**src/rtl/canvas_ram_arbiter.sv**
```systemverilog
// Canvas RAM arbiter: shares the single-port canvas RAM between painter writes, display
// reads and a full-canvas scan stream. Optional macro: CANVAS_ARB_WRITE_LOCK_EN.
//
// state | meaning
// IDLE  | no scan; painter write beats display read
// SCAN  | issuing scan reads, round-robin with display reads
// DRAIN | all scan addresses issued, waiting for the last beat to be accepted
module canvas_ram_arbiter #(
    parameter int CANVAS_SIZE = 784,
    parameter int AW          = 10
) (
    input  logic          clk,
    input  logic          rst,
    input  logic          w_req,
    input  logic [AW-1:0] w_addr,
    input  logic          w_data,
    output logic          w_gnt,
    input  logic          d_req,
    input  logic [AW-1:0] d_addr,
    output logic          d_gnt,
    output logic          d_rvalid,
    output logic          d_rdata,
    input  logic          c_start,
    output logic          c_valid,
    input  logic          c_ready,
    output logic          c_data,
    output logic          c_last,
    output logic          c_done,
    output logic          c_busy,
    output logic          ram_we,
    output logic [AW-1:0] ram_addr,
    output logic          ram_wdata,
    input  logic          ram_rdata
);

    typedef enum logic [1:0] {ST_IDLE, ST_SCAN, ST_DRAIN} state_t;

    localparam logic [AW-1:0] LAST_ADDR = AW'(CANVAS_SIZE - 1);

    state_t        state_q, state_d;
    logic [AW-1:0] iss_addr_q, iss_addr_d;
    logic          inflight_q, inflight_d;
    logic          inflight_last_q, inflight_last_d;
    logic [1:0]    fifo_count_q, fifo_count_d;
    logic [1:0]    fifo_data_q, fifo_data_d;
    logic [1:0]    fifo_last_q, fifo_last_d;
    logic          rr_disp_q, rr_disp_d;
    logic          d_rvalid_q, d_rvalid_d;
    logic          done_q, done_d;

    logic          w_allow, scan_elig, scan_gnt, pop, push;
    logic [2:0]    occ;

    assign c_valid  = (fifo_count_q != 2'd0);
    assign c_data   = c_valid & fifo_data_q[0];
    assign c_last   = c_valid & fifo_last_q[0];
    assign c_busy   = (state_q != ST_IDLE);
    assign c_done   = done_q;
    assign d_rvalid = d_rvalid_q;
    assign d_rdata  = d_rvalid_q & ram_rdata;

    assign pop  = c_valid & c_ready;
    assign push = inflight_q;
    // Occupancy counts reads still in flight so a full FIFO is never overrun.
    assign occ       = {1'b0, fifo_count_q} + {2'b00, inflight_q} - {2'b00, pop};
    assign scan_elig = (state_q == ST_SCAN) && (occ < 3'd2);

`ifdef CANVAS_ARB_WRITE_LOCK_EN
    assign w_allow = (state_q == ST_IDLE);
`else
    assign w_allow = 1'b1;
`endif

    always_comb begin
        w_gnt    = w_req & w_allow;
        d_gnt    = 1'b0;
        scan_gnt = 1'b0;
        if (!w_gnt) begin
            if (state_q == ST_SCAN) begin
                if (scan_elig && d_req) begin
                    d_gnt    = rr_disp_q;
                    scan_gnt = !rr_disp_q;
                end else begin
                    d_gnt    = d_req;
                    scan_gnt = scan_elig;
                end
            end else begin
                d_gnt = d_req;
            end
        end

        ram_we    = 1'b0;
        ram_addr  = '0;
        ram_wdata = 1'b0;
        if (w_gnt) begin
            ram_we    = 1'b1;
            ram_addr  = w_addr;
            ram_wdata = w_data;
        end else if (d_gnt) begin
            ram_addr = d_addr;
        end else if (scan_gnt) begin
            ram_addr = iss_addr_q;
        end
    end

    always_comb begin
        state_d         = state_q;
        iss_addr_d      = iss_addr_q;
        inflight_d      = scan_gnt;
        inflight_last_d = scan_gnt && (iss_addr_q == LAST_ADDR);
        rr_disp_d       = rr_disp_q;
        d_rvalid_d      = d_gnt;
        done_d          = 1'b0;
        fifo_count_d    = fifo_count_q;
        fifo_data_d     = fifo_data_q;
        fifo_last_d     = fifo_last_q;

        case (state_q)
            ST_IDLE: begin
                if (c_start) begin
                    state_d    = ST_SCAN;
                    iss_addr_d = '0;
                end
            end
            ST_SCAN: begin
                if (scan_gnt) begin
                    rr_disp_d = 1'b1;
                    if (iss_addr_q == LAST_ADDR) begin
                        iss_addr_d = '0;
                        state_d    = ST_DRAIN;
                    end else begin
                        iss_addr_d = iss_addr_q + AW'(1);
                    end
                end else if (d_gnt) begin
                    rr_disp_d = 1'b0;
                end
            end
            ST_DRAIN: begin
                if (pop && c_last) begin
                    state_d = ST_IDLE;
                    done_d  = 1'b1;
                end
            end
            default: state_d = ST_IDLE;
        endcase

        // Two-slot shift FIFO: slot 0 is the head.
        case ({push, pop})
            2'b01: begin
                fifo_data_d[0] = fifo_data_q[1];
                fifo_last_d[0] = fifo_last_q[1];
                fifo_count_d   = fifo_count_q - 2'd1;
            end
            2'b10: begin
                if (fifo_count_q == 2'd0) begin
                    fifo_data_d[0] = ram_rdata;
                    fifo_last_d[0] = inflight_last_q;
                end else begin
                    fifo_data_d[1] = ram_rdata;
                    fifo_last_d[1] = inflight_last_q;
                end
                fifo_count_d = fifo_count_q + 2'd1;
            end
            2'b11: begin
                if (fifo_count_q == 2'd1) begin
                    fifo_data_d[0] = ram_rdata;
                    fifo_last_d[0] = inflight_last_q;
                end else begin
                    fifo_data_d[0] = fifo_data_q[1];
                    fifo_last_d[0] = fifo_last_q[1];
                    fifo_data_d[1] = ram_rdata;
                    fifo_last_d[1] = inflight_last_q;
                end
            end
            default: ;
        endcase
    end

    always_ff @(posedge clk or posedge rst) begin
        if (rst) begin
            state_q         <= ST_IDLE;
            iss_addr_q      <= '0;
            inflight_q      <= 1'b0;
            inflight_last_q <= 1'b0;
            fifo_count_q    <= 2'd0;
            fifo_data_q     <= 2'b00;
            fifo_last_q     <= 2'b00;
            rr_disp_q       <= 1'b0;
            d_rvalid_q      <= 1'b0;
            done_q          <= 1'b0;
        end else begin
            state_q         <= state_d;
            iss_addr_q      <= iss_addr_d;
            inflight_q      <= inflight_d;
            inflight_last_q <= inflight_last_d;
            fifo_count_q    <= fifo_count_d;
            fifo_data_q     <= fifo_data_d;
            fifo_last_q     <= fifo_last_d;
            rr_disp_q       <= rr_disp_d;
            d_rvalid_q      <= d_rvalid_d;
            done_q          <= done_d;
        end
    end

endmodule

```
**config.mk**
```make
export PLATFORM = sky130hd
export DESIGN_NAME = canvas_ram_arbiter
export DESIGN_NICKNAME = d
export VERILOG_FILES = /design/src/rtl/canvas_ram_arbiter.sv
export SDC_FILE = /design/constraint.sdc
export NUM_CORES = 1
export LEC_CHECK = 0
export ABC_AREA = 1
export CAP_MARGIN = 0
export CORE_MARGIN = 2
export CORE_UTILIZATION = 42
export DETAILED_ROUTE_END_ITERATION = 16
export GPL_ROUTABILITY_DRIVEN = 0
export PLACE_DENSITY = 0.76
export REMOVE_ABC_BUFFERS = 1
export SETUP_SLACK_MARGIN = 0.2
export SYNTH_ARGS = -nofsm -noshare
export SYNTH_HDL_FRONTEND = slang
export SYNTH_SLANG_ARGS = --single-unit
export TNS_END_PERCENT = 100
```
**constraint.sdc**
```tcl
create_clock -name clk -period 2.7 [get_ports clk]
set_clock_uncertainty 0.05 [all_clocks]
set_input_delay 0.54 -clock clk [delete_from_list [all_inputs] [get_ports clk]]
set_output_delay 0.54 -clock clk [all_outputs]
set_load 0.005 [all_outputs]
```
-- After elaboration in Yosys (flattened, before gate mapping)
Index checks and enable logic that the tools add are counted.
- bits of input ports: 28
- output and inout bits: 21
- register bits: 23
- word-level logic and storage cells: 92
- eq/ne operators: 14
- magnitude comparators: 1
- bitwise gates (word level): 4
- $add $sub $neg: 5
- reduce and logical (&&, ||, !) cells: 19
- multiplexer cells: 37
- operators with widths (cell ; count):
    2-to-1 mux 10 bit ; 6
    2-to-1 mux 1 bit ; 20
    one-hot mux 10 bit (2 select lines) ; 1
    inequality test 2 bit (second input constant) ; 6
    nonzero test 2 bit ; 6
    adder 10 x 1 -> 10 bit (second input constant) ; 1
    == test 10 bit (second input constant) ; 1
    2-to-1 mux 2 bit ; 4
    == test 2 x 1 -> 1 bit (second input constant) ; 3
    == test 2 bit (second input constant) ; 3
    one-hot mux 1 bit (3 select lines) ; 2
    one-hot mux 2 bit (3 select lines) ; 1
    AND reduction 3 bit ; 2
    bitwise AND 1 bit ; 4
    logical AND 1 bit ; 4
    logical NOT 2 bit ; 2
    one-hot mux 1 bit (2 select lines) ; 2
    one-hot mux 2 bit (2 select lines) ; 1
    AND reduction 2 bit ; 2
    AND reduction 4 bit ; 1
    adder 2 x 1 -> 3 bit ; 1
    less-than comparator 3 x 2 -> 1 bit (second input constant) ; 1
    nonzero test 3 bit ; 1
    subtractor 3 x 1 -> 3 bit ; 1
    other kinds (4) ; 4

-- Longest topological paths before layout
- depth after elaboration: 12
- gate-level depth with buffers: 17
- gate-level depth less buffers: 17

-- Least setup slack after synthesis
Ideal clock, no wire load.
- kind: register -> output
- start point: register fifo_count_q[1]
- end point: output port ram_addr[2]
- cell stages (with the launch flop): 15
- data required time: 2.110 ns
- buffers on the path: 1
- arrival: 2.317 ns
- setup slack: -0.207 ns
- path through: dfrtp_1 > inv_1 > ha_1 > inv_1 > nand2_1 > nor2_1 > o21ai_0 > fa_1 > nand3_1 > nor2_2 > nand3_2 > buf_2 > inv_2 > nand2_1 > nand3_1
- cells in the longest elaborated chain, start to end: 12
- elaborated cells on any way between the ends: 16
- those cells by class: add/sub (2); order compare (1); mux (9); bitwise (1); reduce/logical (3)
- ends and longest elaborated chain (item ; line ; source):
    start: declaration ; 44 ; logic [1:0] fifo_count_q, fifo_count_d;
    start signal: assignment ; 196 ; fifo_count_q <= fifo_count_d;
    nonzero test 2 bit (*) ; 54 ; assign c_valid = (fifo_count_q != 2'd0);
    net c_valid ; 24 ; output logic c_valid,
    bitwise AND 1 bit (*) ; 62 ; assign pop = c_valid & c_ready;
    subtractor 3 x 1 -> 3 bit (*) ; 65 ; assign occ = {1'b0, fifo_count_q} + {2'b00, inflight_q} - {2'b00, pop};
    less-than comparator 3 x 2 -> 1 bit (*) ; 66 ; assign scan_elig = (state_q == ST_SCAN) && (occ < 3'd2);
    logical AND 1 bit (*) ; 66 ;
    logical AND 1 bit ; 80 ; if (scan_elig && d_req) begin
    2-to-1 mux 1 bit (*) ; 80 ;
    2-to-1 mux 1 bit (*) ; 79 ; if (state_q == ST_SCAN) begin
    2-to-1 mux 1 bit (*) ; 78 ; if (!w_gnt) begin
    net inflight_d ; 42 ; logic inflight_q, inflight_d;
    2-to-1 mux 10 bit (*) ; 101 ; end else if (scan_gnt) begin
    2-to-1 mux 10 bit (*) ; 99 ; end else if (d_gnt) begin
    2-to-1 mux 10 bit (*) ; 95 ; if (w_gnt) begin
    end: declaration ; 31 ; output logic [AW-1:0] ram_addr,
Mark *: on every way through the listed nets, which the timed path passes. The rest lies on a longest branch.

-- Final worst setup path
- start point: register fifo_count_q[0]
- end point: output port ram_addr[2]
- cells in the longest elaborated chain, start to end: 12
- elaborated cells on any way between the ends: 16
- those cells by class: add/sub (2); order compare (1); mux (9); bitwise (1); reduce/logical (3)
- ends and longest elaborated chain (item ; line):
    branches (longest 2 deep; another with adder 2 x 1 -> 3 bit) ; --
    subtractor 3 x 1 -> 3 bit (*) ; 65
    less-than comparator 3 x 2 -> 1 bit (*) ; 66
    logical AND 1 bit (*) ; 66
    logical AND 1 bit ; 80
    2-to-1 mux 1 bit ; 80
    2-to-1 mux 1 bit ; 79
    2-to-1 mux 1 bit ; 78
    2-to-1 mux 10 bit ; 101
    2-to-1 mux 10 bit (*) ; 99
    2-to-1 mux 10 bit (*) ; 95
Every way passes the cells marked *.

==> results.ini <==
[floorplan]
start_util = 0.435
coreArea_mm2 = 0.00366
dieHeight_um = 65.6
fp.dieW_um = 65.6
dieArea_mm2 = 0.00430
rows = 22
io-pin-count = 49

[flow_run]
max-cap-violations = 0

[status]
violations = setup timing
status = finished with violations

[cells_and_area]
diodes = 0
stdcell_area_mm2 = 0.00286
area_growth_pct = 79.4
layout-drive-gt1-share = 0.379
nets = 364

[critical_path]
critPathMaxStageDelay_ps = 540
r2r-start = fifo_count_q[0]
critPathArrivalTime_ps = 2730
critical-path-top-delay-family = buffers and inverters
r2r-end = fifo_last_q[0]
path_cells = inv_2 -> ha_4 -> inv_4 -> nand2_4 -> buf_6 -> nor2_4 -> buf_6 -> fa_1 -> nand3_2 -> nor2_4 -> nand2_2 -> nand2_2 -> nor2_4 -> buf_6 -> buf_6 -> nand2_2 -> nand3_2 -> buf_2
crit_type = register to primary output
reg2reg_setup_slack_ps = -490
path_max_fanout = 4
critPathRequiredTime_ps = 2110
critical-path-slowest-cell = fa_1
reg2regPathDepth = 27
end_kind = primary output
critPathLaunchType = register
path_buf_inv = 7
cpMostUsedCell = buf_6

[grt]
antenna_found_initial = 0
grt_max_degree = 24
grt_pass1_vias = 1932
grt_pass1_wl_mm = 8.40
globalRouteTotalUtil = 0.261
grt_overflow_total = 0

[synthesis]
ys_warn_count = 0
synth_edf_count = 0
syn_area_mm2 = 0.00159
netlist.area_leader.share = 0.362
synth_top_cells_by_area = dfrtp_1 (36%), nand2_1 (20%), inv_1 (7.3%), nand3_1 (5.3%), nor2_1 (4.2%)
yosysMostFrequentCell = nand2_1
syn_avg_cell_area_um2 = 6.95
yosysTopAreaCell = dfrtp_1
async_flop_share = 1.00
synthTopCellsByCount = nand2_1 (83), inv_1 (31), dfrtp_1 (23)
ys_types = 27
syn-instance-count = 229
synth_flop_cell = dfrtp_1
ys_seq_elements = 23
ys_seq_area_frac = 0.362

[hold_path]
worstHoldStart = inflight_last_q
holdPathEnd = fifo_last_q[1]
hp-class = register to register
holdPathStages = 2

[clocking]
numCtsBuffers = 3
clkLatencyLatePin_ps = 270
cts_root_buffer = clkbuf_8
cts_tree = done
clk_pin_slew_worst_paths_ps = 90
htreeDepth = 1
clockBufferDepth = 2
cts_sinks = 23

[drt]
drc = 0
firstDrtPassIters = 4
drtIter0Drc = 108
routedWlPerCell_um = 15.6
routed_wl_mm = 5.89
vias = 1953
ant_nets = 0
vias_per_cell = 5.17

[timing]
slew_headroom = 0.627
fmax_ghz = 0.301
period_share = 1.23
final.min_clock_period_ps = 3320
slew_viol_final = 0
layout_setup_ws_ps = -618
rsz0062_at_grt = yes
tightest_slew_ps = 559
hold_violations = 0
setup_viol = 27

[placed_design]
preCtsSetupSlack_ps = -990
hpwlAfterDp_mm = 3.16
port_buffers = 48
dpl_cell_area_mm2 = 0.00221

[pwr]
leakagePower_nw = 1.41
ir_worst_vdd_mv = 0.302
powerDensity_mw_per_mm2 = 882

[placed cells by master, fill, tap and decap left out, drive strengths merged, types with 3 or more instances in the layout]
master         count
nand2             84
buf               67
clkdlybuf4s50     34
inv               33
dfrtp             23
nor2              21
nand3             20
o21ai             12
o211ai             9
nand4              5
xor2               4
ha                 4
clkbuf             3
[sequential cells by signal, summed over array words and instances, names as in the netlist, 2 cells and up]
signal / flops
fifo_count_q: 2
fifo_data_q: 2
iss_addr_q: 10
state_q: 2
fifo_last_q: 2
[routing by layer]
metal  vias to the layer above  GRT usage  wire length, µm
met5                         -          0                0
met4                         0      0.185              384
met3                        32     0.0462              256
met2                        90      0.492             3240
met1                       897      0.252             2010
li1                        934          -                -
[tightest hold or removal path, delay by kind of cell, from the launching register on]
family           cells  cell delay (ps)
DFF                  1              370
and+or+nand+nor      2              110
[cell families (layout without fill, tap and decap cells)]
| group | count (synthesis) | count (layout) | synth area share |
|---|---|---|---|
| xor+xnor | 5 | 5 | 0.0275 |
| simple gates | 131 | 132 | 0.351 |
| flops | 23 | 23 | 0.362 |
| compound gates | 25 | 25 | 0.108 |
| fa+ha+maj | 5 | 5 | 0.0440 |
| buf+inv | 40 | 140 | 0.108 |
[repair_timing]
item / in CTS / in global routing
hold buffers: 0 / 0
resized for setup: 77 / 74
gates cloned: 2 / 0
endpoints found under the setup margin: 25 / 35
pin swaps: 12 / 16
buffers inserted: 31 / 6
[power breakdown]
group | total (W) | switching, W | internal (W)
registers | 0.000501 | 0.0000757 | 0.000426
clock network | 0.000223 | 0.000119 | 0.000103
logic | 0.00179 | 0.000834 | 0.000960
total | 0.00252 | 0.00103 | 0.00149
[layout make-up]
class,count,area [µm²]
Tap cell,48,60.1
Multi-Input combinational cell,167,1040
Inverter,33,131
Clock inverter,1,5.00
Fill cell,243,806
Clock buffer,3,41.3
Sequential cell,23,576
Timing Repair Buffer,103,1000
[how the worst max path moves through the flow]
stage | from | end | cells past startpoint | slack, ps
after floorplan | fifo_count_q[1] | ram_addr[0] | 15 | -400
after global placement | c_ready | ram_addr[6] | 15 | -930
after detailed placement | c_ready | ram_addr[4] | 15 | -990
after CTS | fifo_count_q[1] | ram_addr[7] | 18 | -570
after global routing | fifo_count_q[1] | ram_addr[3] | 15 | -730
final | fifo_count_q[0] | ram_addr[2] | 18 | -620
[per-stage QoR]
stage,power (W),TNS (ps),util,instances,hold WS (ps)
5_1_grt,0.00267,-11660,0.780,378,484
4_1_cts,0.00200,-9000,0.696,372,445
2_1_floorplan,0.000980,-4160,-,222,383
6_report,0.00252,-8880,0.780,378,457
3_5_place_dp,0.00143,-14940,0.604,335,424
3_3_place_gp,0.00140,-13570,0.604,335,411
No activity file was read; power rests on OpenSTA's default activity.
